===== config.mk =====
export PLATFORM = sky130hd
export DESIGN_NAME = maze_row_fetch_arbiter
export DESIGN_NICKNAME = d
export VERILOG_FILES = /design/src/rtl/maze_row_fetch_arbiter.sv
export SDC_FILE = /design/constraint.sdc
export NUM_CORES = 1
export LEC_CHECK = 0
export CAP_MARGIN = 15
export CORE_ASPECT_RATIO = 1.75
export CORE_MARGIN = 5
export CORE_UTILIZATION = 55
export CTS_BUF_LIST = sky130_fd_sc_hd__clkbuf_2
export CTS_CLUSTER_SIZE = 30
export DETAILED_ROUTE_END_ITERATION = 10
export HOLD_SLACK_MARGIN = 0.12
export PLACE_DENSITY_LB_ADDON = 0.3
export SKIP_LAST_GASP = 1
export SLEW_MARGIN = 10
export SYNTH_ARGS = -nofsm -noshare
export SYNTH_HDL_FRONTEND = slang
export SYNTH_SLANG_ARGS = --single-unit

===== constraint.sdc =====
create_clock -name clk -period 5.9 [get_ports clk]
set_clock_uncertainty 0.1 [all_clocks]
set_input_delay 0.885 -clock clk [delete_from_list [all_inputs] [get_ports clk]]
set_output_delay 0.885 -clock clk [all_outputs]
set_load 0.1 [all_outputs]

===== src/rtl/maze_row_fetch_arbiter.sv =====
// Maze row fetch arbiter.
// Shares one single-port maze RAM between the video path and the maze generator.
// At each tile-row boundary the video path reads one maze row into a shadow
// register and then publishes it on row_buf. The generator is served only when
// the video path has nothing to do.
module maze_row_fetch_arbiter #(
   parameter int MAX_W = 20,
   parameter int MAX_H = 20
) (
   input  logic             clk,
   input  logic             reset,
   input  logic             frame_start,
   input  logic             line_start,
   input  logic [4:0]       maze_width,
   input  logic [4:0]       maze_height,
   input  logic [2:0]       tile_shift,
   input  logic             gen_req,
   input  logic             gen_we,
   input  logic [9:0]       gen_addr,
   input  logic             gen_wdata,
   output logic             gen_gnt,
   output logic             gen_rdata,
   output logic [9:0]       mem_addr,
   output logic             mem_we,
   output logic             mem_wdata,
   input  logic             mem_rdata,
   output logic [MAX_W-1:0] row_buf,
   output logic             row_valid,
   output logic             fetch_busy,
   output logic             overrun,
   output logic             cfg_err
);

   typedef enum logic [1:0] {IDLE, FETCH, DRAIN} state_t;

   localparam logic [5:0] MaxW6 = 6'(MAX_W);
   localparam logic [5:0] MaxH6 = 6'(MAX_H);

   state_t           state_q, state_d;
   logic [9:0]       lc_q, lc_d;
   logic [4:0]       tr_q, tr_d;
   logic [4:0]       frow_q, frow_d;
   logic [4:0]       col_q, col_d;
   logic [MAX_W-1:0] shadow_q, shadow_d;
   logic [MAX_W-1:0] rowBuf_q, rowBuf_d;
   logic             rowValid_q, rowValid_d;
   logic             overrun_q, overrun_d;
   logic             genRdPend_q, genRdPend_d;
   logic             genRdata_q, genRdata_d;

   logic             cfgErr;
   logic [9:0]       tileMask;
   logic             rowBoundary;
   logic             busy;
   logic             fetchPending;
   logic             blankRow;
   logic [4:0]       lastCol;
   logic             capEn;
   logic [4:0]       capIdx;
   logic [9:0]       memAddr;
   logic             memWe;
   logic             memWdata;
   logic             gnt;

   // Decode the configuration and line events: a row boundary is the first line
   // of a tile, and it either launches a RAM fetch or blanks the row when the
   // maze has no row there (or the geometry is illegal).
   always_comb begin
      cfgErr       = (maze_width == 5'd0) || ({1'b0, maze_width} > MaxW6) ||
                     (maze_height == 5'd0) || ({1'b0, maze_height} > MaxH6);
      tileMask     = (10'd1 << tile_shift) - 10'd1;
      busy         = (state_q != IDLE);
      rowBoundary  = line_start && !frame_start && ((lc_q & tileMask) == 10'd0);
      fetchPending = rowBoundary && !busy && (tr_q < maze_height) && !cfgErr;
      blankRow     = rowBoundary && !busy && !fetchPending;
      lastCol      = maze_width - 5'd1;
   end

   // Fetch FSM and RAM port mux: the video fetch always wins over the generator,
   // the generator only gets the port in a quiet IDLE cycle, and a frame_start
   // abandons any fetch in flight without touching row_buf.
   always_comb begin
      state_d    = state_q;
      col_d      = col_q;
      frow_d     = frow_q;
      shadow_d   = shadow_q;
      rowBuf_d   = rowBuf_q;
      rowValid_d = 1'b0;
      memAddr    = 10'd0;
      memWe      = 1'b0;
      memWdata   = 1'b0;
      gnt        = 1'b0;
      capEn      = 1'b0;
      capIdx     = 5'd0;

      case (state_q)
         IDLE: begin
            if (fetchPending) begin
               state_d  = FETCH;
               col_d    = 5'd0;
               frow_d   = tr_q;
               shadow_d = '0;
            end else if (gen_req) begin
               gnt      = 1'b1;
               memAddr  = gen_addr;
               memWe    = gen_we;
               memWdata = gen_wdata;
            end
         end
         FETCH: begin
            memAddr = {frow_q, col_q};
            capEn   = (col_q != 5'd0);
            capIdx  = col_q - 5'd1;
            if (col_q >= lastCol) begin
               state_d = DRAIN;
            end else begin
               col_d = col_q + 5'd1;
            end
         end
         DRAIN: begin
            capEn      = 1'b1;
            capIdx     = lastCol;
            state_d    = IDLE;
            rowValid_d = 1'b1;
         end
         default: begin
            state_d = IDLE;
         end
      endcase

      for (int c = 0; c < MAX_W; c++) begin
         if (capEn && (capIdx == 5'(c))) begin
            shadow_d[c] = mem_rdata;
         end
      end

      if (state_q == DRAIN) begin
         rowBuf_d = shadow_d;
      end

      if (blankRow) begin
         rowBuf_d   = '0;
         rowValid_d = 1'b1;
      end

      if (frame_start) begin
         state_d    = IDLE;
         rowBuf_d   = rowBuf_q;
         rowValid_d = 1'b0;
      end
   end

   // Line/tile counters, the sticky overrun flag and the generator read-data
   // return path, which captures RAM data one cycle after a granted read.
   always_comb begin
      lc_d        = lc_q;
      tr_d        = tr_q;
      overrun_d   = overrun_q;
      genRdPend_d = gnt && !gen_we;
      genRdata_d  = genRdPend_q ? mem_rdata : genRdata_q;
      if (frame_start) begin
         lc_d      = 10'd0;
         tr_d      = 5'd0;
         overrun_d = 1'b0;
      end else if (line_start) begin
         lc_d = lc_q + 10'd1;
         if (rowBoundary) begin
            tr_d = tr_q + 5'd1;
         end
         if (busy) begin
            overrun_d = 1'b1;
         end
      end
   end

   // State register; reset drops everything back to an empty IDLE.
   always_ff @(posedge clk or posedge reset) begin
      if (reset) begin
         state_q     <= IDLE;
         lc_q        <= 10'd0;
         tr_q        <= 5'd0;
         frow_q      <= 5'd0;
         col_q       <= 5'd0;
         shadow_q    <= '0;
         rowBuf_q    <= '0;
         rowValid_q  <= 1'b0;
         overrun_q   <= 1'b0;
         genRdPend_q <= 1'b0;
         genRdata_q  <= 1'b0;
      end else begin
         state_q     <= state_d;
         lc_q        <= lc_d;
         tr_q        <= tr_d;
         frow_q      <= frow_d;
         col_q       <= col_d;
         shadow_q    <= shadow_d;
         rowBuf_q    <= rowBuf_d;
         rowValid_q  <= rowValid_d;
         overrun_q   <= overrun_d;
         genRdPend_q <= genRdPend_d;
         genRdata_q  <= genRdata_d;
      end
   end

   // Output drive; the combinational outputs are forced quiet while reset is
   // held so nothing reaches the RAM or the generator during reset.
   always_comb begin
      gen_gnt    = gnt && !reset;
      mem_we     = memWe && !reset;
      mem_wdata  = memWdata && !reset;
      mem_addr   = reset ? 10'd0 : memAddr;
      cfg_err    = cfgErr && !reset;
      gen_rdata  = genRdata_q;
      row_buf    = rowBuf_q;
      row_valid  = rowValid_q;
      fetch_busy = busy;
      overrun    = overrun_q;
   end

endmodule


### Yosys cells after proc, flatten, opt, wreduce, memory -nomap -nowiden

Cells that the tools add are included.
W data, S select, Z words.

* input bits: 31
* bits in registers: 71

* muxes and demuxes: 57
* shifts and indexed selects: 1
* bitwise operators: 2
* eq/ne operators: 25
* magnitude comparators: 4
* add/subtract/negate cells: 6
* reduce and logical (&&, ||, !) cells: 58

Operators by type and width (count)
* $mux W20: 4
* $mux W10: 5
* $eq A5 B4 Y1 const B: 8
* $mux W1: 35
* $logic_and A1 B1 Y1: 31
* $mux W5: 5
* $eq A5 B3 Y1 const B: 4
* $eq A5 B5 Y1 const B: 4
* $pmux W10 S2: 1
* $pmux W5 S2: 2
* $logic_not A5 Y1: 3
* $reduce_bool A2 Y1: 6
* $add A10 B1 Y10 const B: 1
* $add A5 B1 Y5 const B: 2
* $and A10 B10 Y10: 1
* $eq A5 B2 Y1 const B: 2
* $gt A5 B5 Y1 const B: 2
* $logic_not A10 Y1: 1
* $reduce_and A2 Y1: 5
* $shl A1 B3 Y10 const A: 1
* $sub A10 B1 Y10 const B: 1
* $sub A5 B1 Y5 const B: 2
* $logic_not A1 Y1: 6
* $mux W2: 3
* other kinds (14): 18

### Logic depth before layout (Yosys ltp)

Gate-level depths: netlist of run 1.

* depth in word-level cells: 13
* mapped depth: 14
* depth with buffers taken out: 12

### Least setup slack after synthesis of run 1

No wires, ideal clock.

* kind: input-to-output
* start: input port tile_shift[2]
* end: output port mem_addr[2]
* cell stages on the path: 12
* data arrival time: 4163 ps
* path slack: 752 ps
* required time: 4915 ps
* cell sequence: or3_1 > ha_1 > buf_2 > xnor2_1 > a221o_1 > a221oi_2 > o211a_1 > a21o_1 > buf_2 > nor3b_2 > buf_2 > a22o_1

* cells in the longest elaborated chain, start to end: 11

Ends and longest elaborated chain
* start: declaration: RTL line 16 `input logic [2:0] tile_shift,`
* $shl A1 B3 Y10: RTL line 71 `tileMask = (10'd1 << tile_shift) - 10'd1;`
* $sub A10 B1 Y10: RTL line 71
* $and A10 B10 Y10: RTL line 73 `rowBoundary = line_start && !frame_start && ((lc_q & tileMask) == 10'd0);`
* $logic_not A10 Y1: RTL line 73
* $logic_and A1 B1 Y1: RTL line 73
* $logic_and A1 B1 Y1 (3 in series): RTL line 74 `fetchPending = rowBoundary && !busy && (tr_q < maze_height) && !cfgErr;`
* $mux W10: RTL line 98 `if (fetchPending) begin`
* $pmux W10 S2: RTL line 96 `case (state_q)`
* $mux W10: RTL line 211 `mem_addr = reset ? 10'd0 : memAddr;`
* end: declaration: RTL line 23 `output logic [9:0] mem_addr,`

No other way between the ends.

### Worst setup path after layout of run 1

* start: input port tile_shift[1]
* end: output port mem_addr[3]

The elaborated chain is that of the path after synthesis.

==> results.md, run 1 <==
- Outcome: complete, no violations
- P_sw: approximately 340 µW
- Vias in the first global route: about 3300
- Area Growth Syn to Fin: 23.42%
- Worst Reg2Reg Path Length in Cells: 9
- Crit Path Max Fanout: 13
- Fin Hold WS: approximately 0.43 ns
- Clock power frac: between 20% and 30%
- H-tree level count: 3
- IO Pins: just under 70
- Largest net degree at the start of global routing: 71
- F_max: about 180 MHz
- Num CTS Buffers: 9
- Leading area contributor after synthesis: dfrtp_1
- Area share of the largest cell type after synthesis: between 40% and 50%
- Synth area leaders: dfrtp_1 (43%), a22o_1 (6.7%), ha_1 (6.2%)
- DP Wirelength: between 7 and 8 mm
- CP peak stage delay: 0.74 ns
- Crit-path cells: clkdlybuf4s50_1 > or3_1 > ha_1 > xnor2_1 > a221o_1 > a221oi_2 > o211a_1 > a21o_1 > nor3b_2 > a22o_1 > buf_12
- CTS tree: done
- Number of synthesized register bits: 70
- Hold WC Path Type: reg -> reg
- Via/cell ratio: about 6.2
- Synthesized area: about 4000 µm²
- Port Buffers: 68
- Die area: just over 9000 µm²
- Critical path type: in -> out
- Nets: 499
- Initial Util: a little under three fifths
- # rows: 41
- Critical path data required time: between 4 and 5 ns
- Post-CTS sizing: 0
- Pre-antenna DRT Iters: 4
- Final ANT Viol Nets: 0
- Die W: approximately 75 µm
- Final setup fails: 0
- Slew HR: ~34%
- Comb pwr share: approximately 22%
- WL final: approximately 9.7 mm
- Clock-pin slew of the registers on the worst-case setup and hold paths: ~0.20 ns
- Pre-CTS WS: 0.4544 ns
- N_diodes: 0
- Total Routing Usage GR: 22.29%
- Synthesized Nets: 441
- Number of DRC markers in iteration 0: approximately 200
- RSZ-0062 raised after global routing: false
- Int Power: roughly 720 µW
- Yosys warns: 0
- Root Driver: clkbuf_2
- Worst Tran Pin Value: roughly 0.99 ns
- Antenna violations before repair: 0
- Placer congestion estimate: ~0.87
- Ys async rst share: between 90% and 100%
- # hold bufs at CTS: 0
- Slew Limit Fails: 0
- Worst setup SP type: input pin
- Post-synth cell types: 63
- Drt wl/cell: about 18 µm
- Sequential area share after synthesis: between 40% and 50%
- Critical Path End Type: output port
- Postcts setup bufs: 0
- Worst vdd ir: 0.2111 mV
- Clock sink total: 70
- EDFF count, synth: 0
- Critical-path top delay cell: nor3b_2
- Max-cap violation count: 0
- Die Ht: about 120 µm
- Setup WS post-layout: roughly 0.45 ns
- Via count: between 3000 and 4000
- Drt drc: 0
- Period utilization: 92.35%
- Tmin final: 5.449 ns
- GR Overflow Total: 0
- Max Root-Sink Buffers: 2
- Cells after synthesis: 390
- Sequential power share: 48.2%
- Setup TNS: 0 ns
- Total core area: roughly 7000 µm²
- Final-report hold violation count: 0
- Pleak: 0.002190 µW
- Final-layout fill cell count: 580
- CP Data Arrival Time: about 4.5 ns
- Layout cells sized above 1: between 10 and 15%
- Worst Hold Depth: 1
- Switching share of total power: approximately a third
- PwrDens: 212.7 nW/µm²
- Dominant synthesized flop cell: dfrtp_1
- Global-route wire length before repair: 15.70 mm
- Clk_lat worst skew: 0.53 ns
- Avg Cell Area, Syn: between 10 and 15 µm²
## kinds of logic (layout without fill, tap and decap cells)
group           count (synthesis)  in the layout  synth area share, %
buf+inv                        47            109                5.483
compound gates                123            123                24.81
simple gates                  108            108                14.87
fa+ha+maj                      20             20                6.196
xor+xnor                       13             13                2.819
mux                             9              9                2.447
flops                          70             70                43.37
## per-stage QoR
step                std cells  total power [µW]  utilization (%)  area [µm²]
finish                    538              1060            69.41        4985
global route              538              1106            69.41        4985
CTS                       538              1067            69.41        4985
detailed placement        523             755.0            67.58        4853
global placement          523             748.7            67.58        4853
floorplan                 390             675.5                -        4039
## path summary, 6_finish.rpt
check	slack [ns]	startpoint	end
min in group asynchronous	0.93	reset	frow_q[3]
setup reg to reg	2.90	col_q[0]	row_buf[8]
hold reg to reg	0.43	row_buf[4]	row_buf[4]
hold / removal	0.43	row_buf[4]	row_buf[4]
max in group asynchronous	4.18	reset	row_buf[9]
setup / recovery	0.45	tile_shift[1]	mem_addr[3]
## routing by layer
layer	routed length [µm]	vias up	share of wire, %	track usage (%)
met3	455	30	4.7	4.557
met5	0	-	0	0
li1	-	1570	-	-
met4	503	0	5.2	13.47
met2	5049	111	52	37.94
met1	3645	1613	38	24.86
## state kept, by name, indices dropped and copies added, names as in the netlist
signal,count
col_q,5
frow_q,5
genRdPend_q,1
gen_rdata,1
lc_q,9
overrun,1
row_buf,20
row_valid,1
shadow_q,20
state_q,2
tr_q,5
## critical path, delay by kind of cell
kind,cells,cell delay [ns]
compound gates,5,1.25
xor+xnor,1,0.19
fa+ha+maj,1,0.31
buf+inv,2,0.67
simple gates,2,1.15
## power by group through the flow
stage | clock network (µW) | logic [µW] | registers, µW
2_1_floorplan | 0 | 142 | 534
3_3_place_gp | 0 | 230 | 518
3_5_place_dp | 0 | 236 | 519
4_1_cts | 320 | 236 | 511
5_1_grt | 340 | 253 | 513
6_report | 315 | 235 | 511
## placed cells by master (no fill, tap or decap), types with 11 or more instances in the layout
| cell type | count |
|---|---|
| a22o_1 | 31 |
| buf_12 | 13 |
| clkdlybuf4s50_1 | 55 |
| dfrtp_1 | 70 |
| ha_1 | 20 |
| inv_1 | 19 |
| nand2_1 | 21 |
| nor2_1 | 20 |
| o21ai_0 | 25 |
| o32ai_2 | 11 |
## layout make-up
cell class / instances / area, µm² / area share (%)
Inverter: 22 / 82.58 / 1.657
Tap cell: 86 / 107.6 / 2.159
Sequential cell: 70 / 1752 / 35.14
Clock buffer: 9 / 45.04 / 0.9036
Clock inverter: 6 / 86.33 / 1.732
Multi-Input combinational cell: 273 / 2071 / 41.54
Timing Repair Buffer: 72 / 840.8 / 16.87
## synth_stat cells, types with 4 or more instances
master,count
buf_2,11
a21oi_1,9
and3_1,4
a21o_1,4
or3_1,8
nand3_1,4
inv_1,20
and2_1,5
a22o_1,31
mux2_1,6
nand2b_1,9
nor2_1,20
o21ai_1,5
o32ai_1,5
xnor2_1,5
clkbuf_1,11
o32ai_2,11
ha_1,20
dfrtp_1,70
o21ai_0,25
nand2_1,21
nand4_1,7
nand3b_1,4
nor3_1,9
xor2_1,8
(Power assumes the default switching activity.)
==> run 2: changes to the inputs <==
--- a/config.mk
+++ b/config.mk
@@ -19,3 +19,4 @@
 export SYNTH_ARGS = -nofsm -noshare
 export SYNTH_HDL_FRONTEND = slang
 export SYNTH_SLANG_ARGS = --single-unit
+export TNS_END_PERCENT = 100
==> results of run 2 <==
The final DEF is identical to that of run 1; final timing and power are the same.
==> run 3: changes to the inputs <==
--- a/config.mk
+++ b/config.mk
@@ -6,12 +6,15 @@
 export NUM_CORES = 1
 export LEC_CHECK = 0
 export CAP_MARGIN = 15
+export CELL_PAD_IN_SITES_DETAIL_PLACEMENT = 0
+export CELL_PAD_IN_SITES_GLOBAL_PLACEMENT = 1
 export CORE_ASPECT_RATIO = 1.75
 export CORE_MARGIN = 5
-export CORE_UTILIZATION = 55
+export CORE_UTILIZATION = 39
 export CTS_BUF_LIST = sky130_fd_sc_hd__clkbuf_2
 export CTS_CLUSTER_SIZE = 30
 export DETAILED_ROUTE_END_ITERATION = 10
+export GPL_ROUTABILITY_DRIVEN = 0
 export HOLD_SLACK_MARGIN = 0.12
 export PLACE_DENSITY_LB_ADDON = 0.3
 export SKIP_LAST_GASP = 1
==> constraint.sdc (replaced) <==
create_clock -name clk -period 4.5 [get_ports clk]
set_clock_uncertainty 0.1 [all_clocks]
set_input_delay 0.675 -clock clk [delete_from_list [all_inputs] [get_ports clk]]
set_output_delay 0.675 -clock clk [all_outputs]
set_load 0.1 [all_outputs]
==> run 3 against run 2 <==
  * Final area increased by 2.2%
  * Critical path type unchanged
  * Largest cell class unchanged
  * Routed wire length increased by 7.0%
  * Register-to-register slack got worse by 1.5 ns
  * Highest routed layer unchanged
  * Global-route usage decreased by 4.8 points
  * Via count increased by 0.33%
==> results.md, run 3 (synthesized netlist as in run 1, its figures left out) <==
- Critical Path End Type: output port
- FF-to-FF setup slack: about 1.4 ns
- Number of DRC markers in iteration 0: around 150
- RSZ-0062 raised after global routing: false
- Most frequent cells in the layout: dfrtp_1 (70), clkdlybuf4s50_1 (54), o21ai_0 (25), a22o_1 (24), nand2_1 (21)
- Power, Total: around 1300 µW
- Critical path data required time: about 3.7 ns
- Via count: ~3300
- Max Root-Sink Buffers: 2
- GR Overflow Total: 0
- Worst vdd ir: approximately 0.15 mV
- Max-cap violation count: 0
- IO Pins: around 70
- Slew HR: 34.48%
- Final ANT Viol Nets: 0
- Die area: about 13000 µm²
- Global-route wire length before repair: around 17 mm
- Port Buffers: just under 70
- CP peak stage delay: between 0.4 and 0.5 ns
- Initial Util: 39.45%
- Total core area: a little over 10000 µm²
- # hold bufs at CTS: 0
- CTS tree: done
- Period utilization: between 90 and 100%
- Critical path type: in -> out
- Pre-antenna DRT Iters: 4
- Crit-path cells: clkdlybuf4s50_1 > or3_1 > ha_1 > buf_4 > a221o_1 > a221oi_2 > o211a_1 > a21o_1 > nor3b_4 > buf_12 > a22o_2 > buf_12
- Placed instance area: between 4000 and 5000 µm²
- Final Util: about half
- PwrDens: ~260 nW/µm²
- Worst Tran Pin Value: between 0.9 and 1 ns
- DP Wirelength: ~7.7 mm
- Outcome: complete, no violations
- Area Growth Syn to Fin: 26.18%
- Final-report hold violation count: 0
- Hold WC Path Type: reg -> reg
- Most common cell after layout, fill and taps aside: dfrtp_1
- Crit Path Max Fanout: 13
- Largest net degree at the start of global routing: 71
- Die W: 86.93 µm
- Total Routing Usage GR: about 17%
- Num CTS Buffers: 9
- Clock sink total: 70
- Die Ht: between 100 and 150 µm
- Final-layout fill cell count: 932
- Vias in the first global route: 3473
- Antenna violations before repair: 1
- Crit-path most repeated cell: buf_12
- Critical-path top delay cell: clkdlybuf4s50_1
- Clk_lat worst skew: roughly 0.52 ns
- WL final: between 10 and 15 mm
- Nets: roughly 510
- Setup TNS: 0 ns
- # rows: 49
- Post-route cell area: about 5100 µm²
- Layout cells sized above 1: approximately 16%
- Slew Limit Fails: 0
- Clock-pin slew of the registers on the worst-case setup and hold paths: roughly 0.17 ns
- Final setup fails: 0
- F_max: 230.8 MHz
- H-tree level count: 3
- Root Driver: clkbuf_2
- CP Data Arrival Time: between 3 and 4 ns
- Worst setup SP type: input pin
- Drt drc: 0
- Tmin final: around 4.3 ns
- Drt wl/cell: approximately 18 µm
- Pleak: roughly 0.0022 µW
- Via/cell ratio: approximately 5.7
-- run 3: cell count changes in the layout (fill, tap and decap cells not counted), sizes merged --
cell,before,now
buf,17,25
clkdlybuf4s50,55,54
diode,0,1
clkinv,3,5
bufinv,2,1
-- run 3: cell type report --
cell class / count / area [µm²] / share of cell area [%]
Clock inverter: 7 / 63.81 / 1.252
Antenna cell: 1 / 2.502 / 0.04910
Clock buffer: 9 / 45.04 / 0.8839
Sequential cell: 70 / 1752 / 34.37
Tap cell: 127 / 158.9 / 3.118
Inverter: 22 / 82.58 / 1.620
Timing Repair Buffer: 79 / 903.4 / 17.73
Multi-Input combinational cell: 273 / 2088 / 40.98
-- run 3: per-stage QoR --
step / setup slack (ns) / hold WS [ns] / cells
finish: 0.1672 / 0.4245 / 588
global route: 0.04090 / 0.4368 / 588
CTS: 0.01987 / 0.4244 / 586
detailed placement: -0.1576 / 0.3837 / 570
global placement: -0.07006 / 0.3832 / 570
floorplan: 0.05391 / 0.3590 / 390
-- run 3: worst paths after layout --
path                                from           end  cells after the start
max                        tile_shift[2]   mem_addr[7]                     12
min                          genRdPend_q     gen_rdata                      1
max reg2reg                     col_q[0]    row_buf[4]                      9
min reg2reg                  genRdPend_q     gen_rdata                      1
max in group asynchronous          reset  shadow_q[15]                      3
min in group asynchronous          reset      col_q[0]                      3
-- run 3: per-layer routing --
| layer | wire length, µm | track usage (%) | vias to the layer above | part of all wire, % |
|---|---|---|---|---|
| met5 | 0 | 0 | - | 0 |
| met4 | 329 | 7.718 | 0 | 3.2 |
| met3 | 460 | 3.649 | 23 | 4.5 |
| met2 | 5484 | 31.20 | 90 | 53 |
| met1 | 4058 | 19.56 | 1634 | 39 |
| li1 | - | - | 1588 | - |
-- run 3: power breakdown --
group | switching, µW | internal, µW | total (µW)
registers | 19.3 | 648 | 667
clock network | 232 | 125 | 356
logic | 199 | 122 | 321
total | 450 | 895 | 1350
-- run 3: worst max-delay path: cells and delay by family --
family                   cells  cell delay, ns
buffers and inverters        4            0.90
AO/OA/AOI/OAI                5            1.24
AND/OR/NAND/NOR              2            0.47
adder cells (fa/ha/maj)      1            0.27
-- run 3: timing repair --
item,4_1_cts,5_1_grt
pin swaps,0,1
buffers inserted,0,1
resized for setup,1,0
endpoints found under the setup margin,12,12
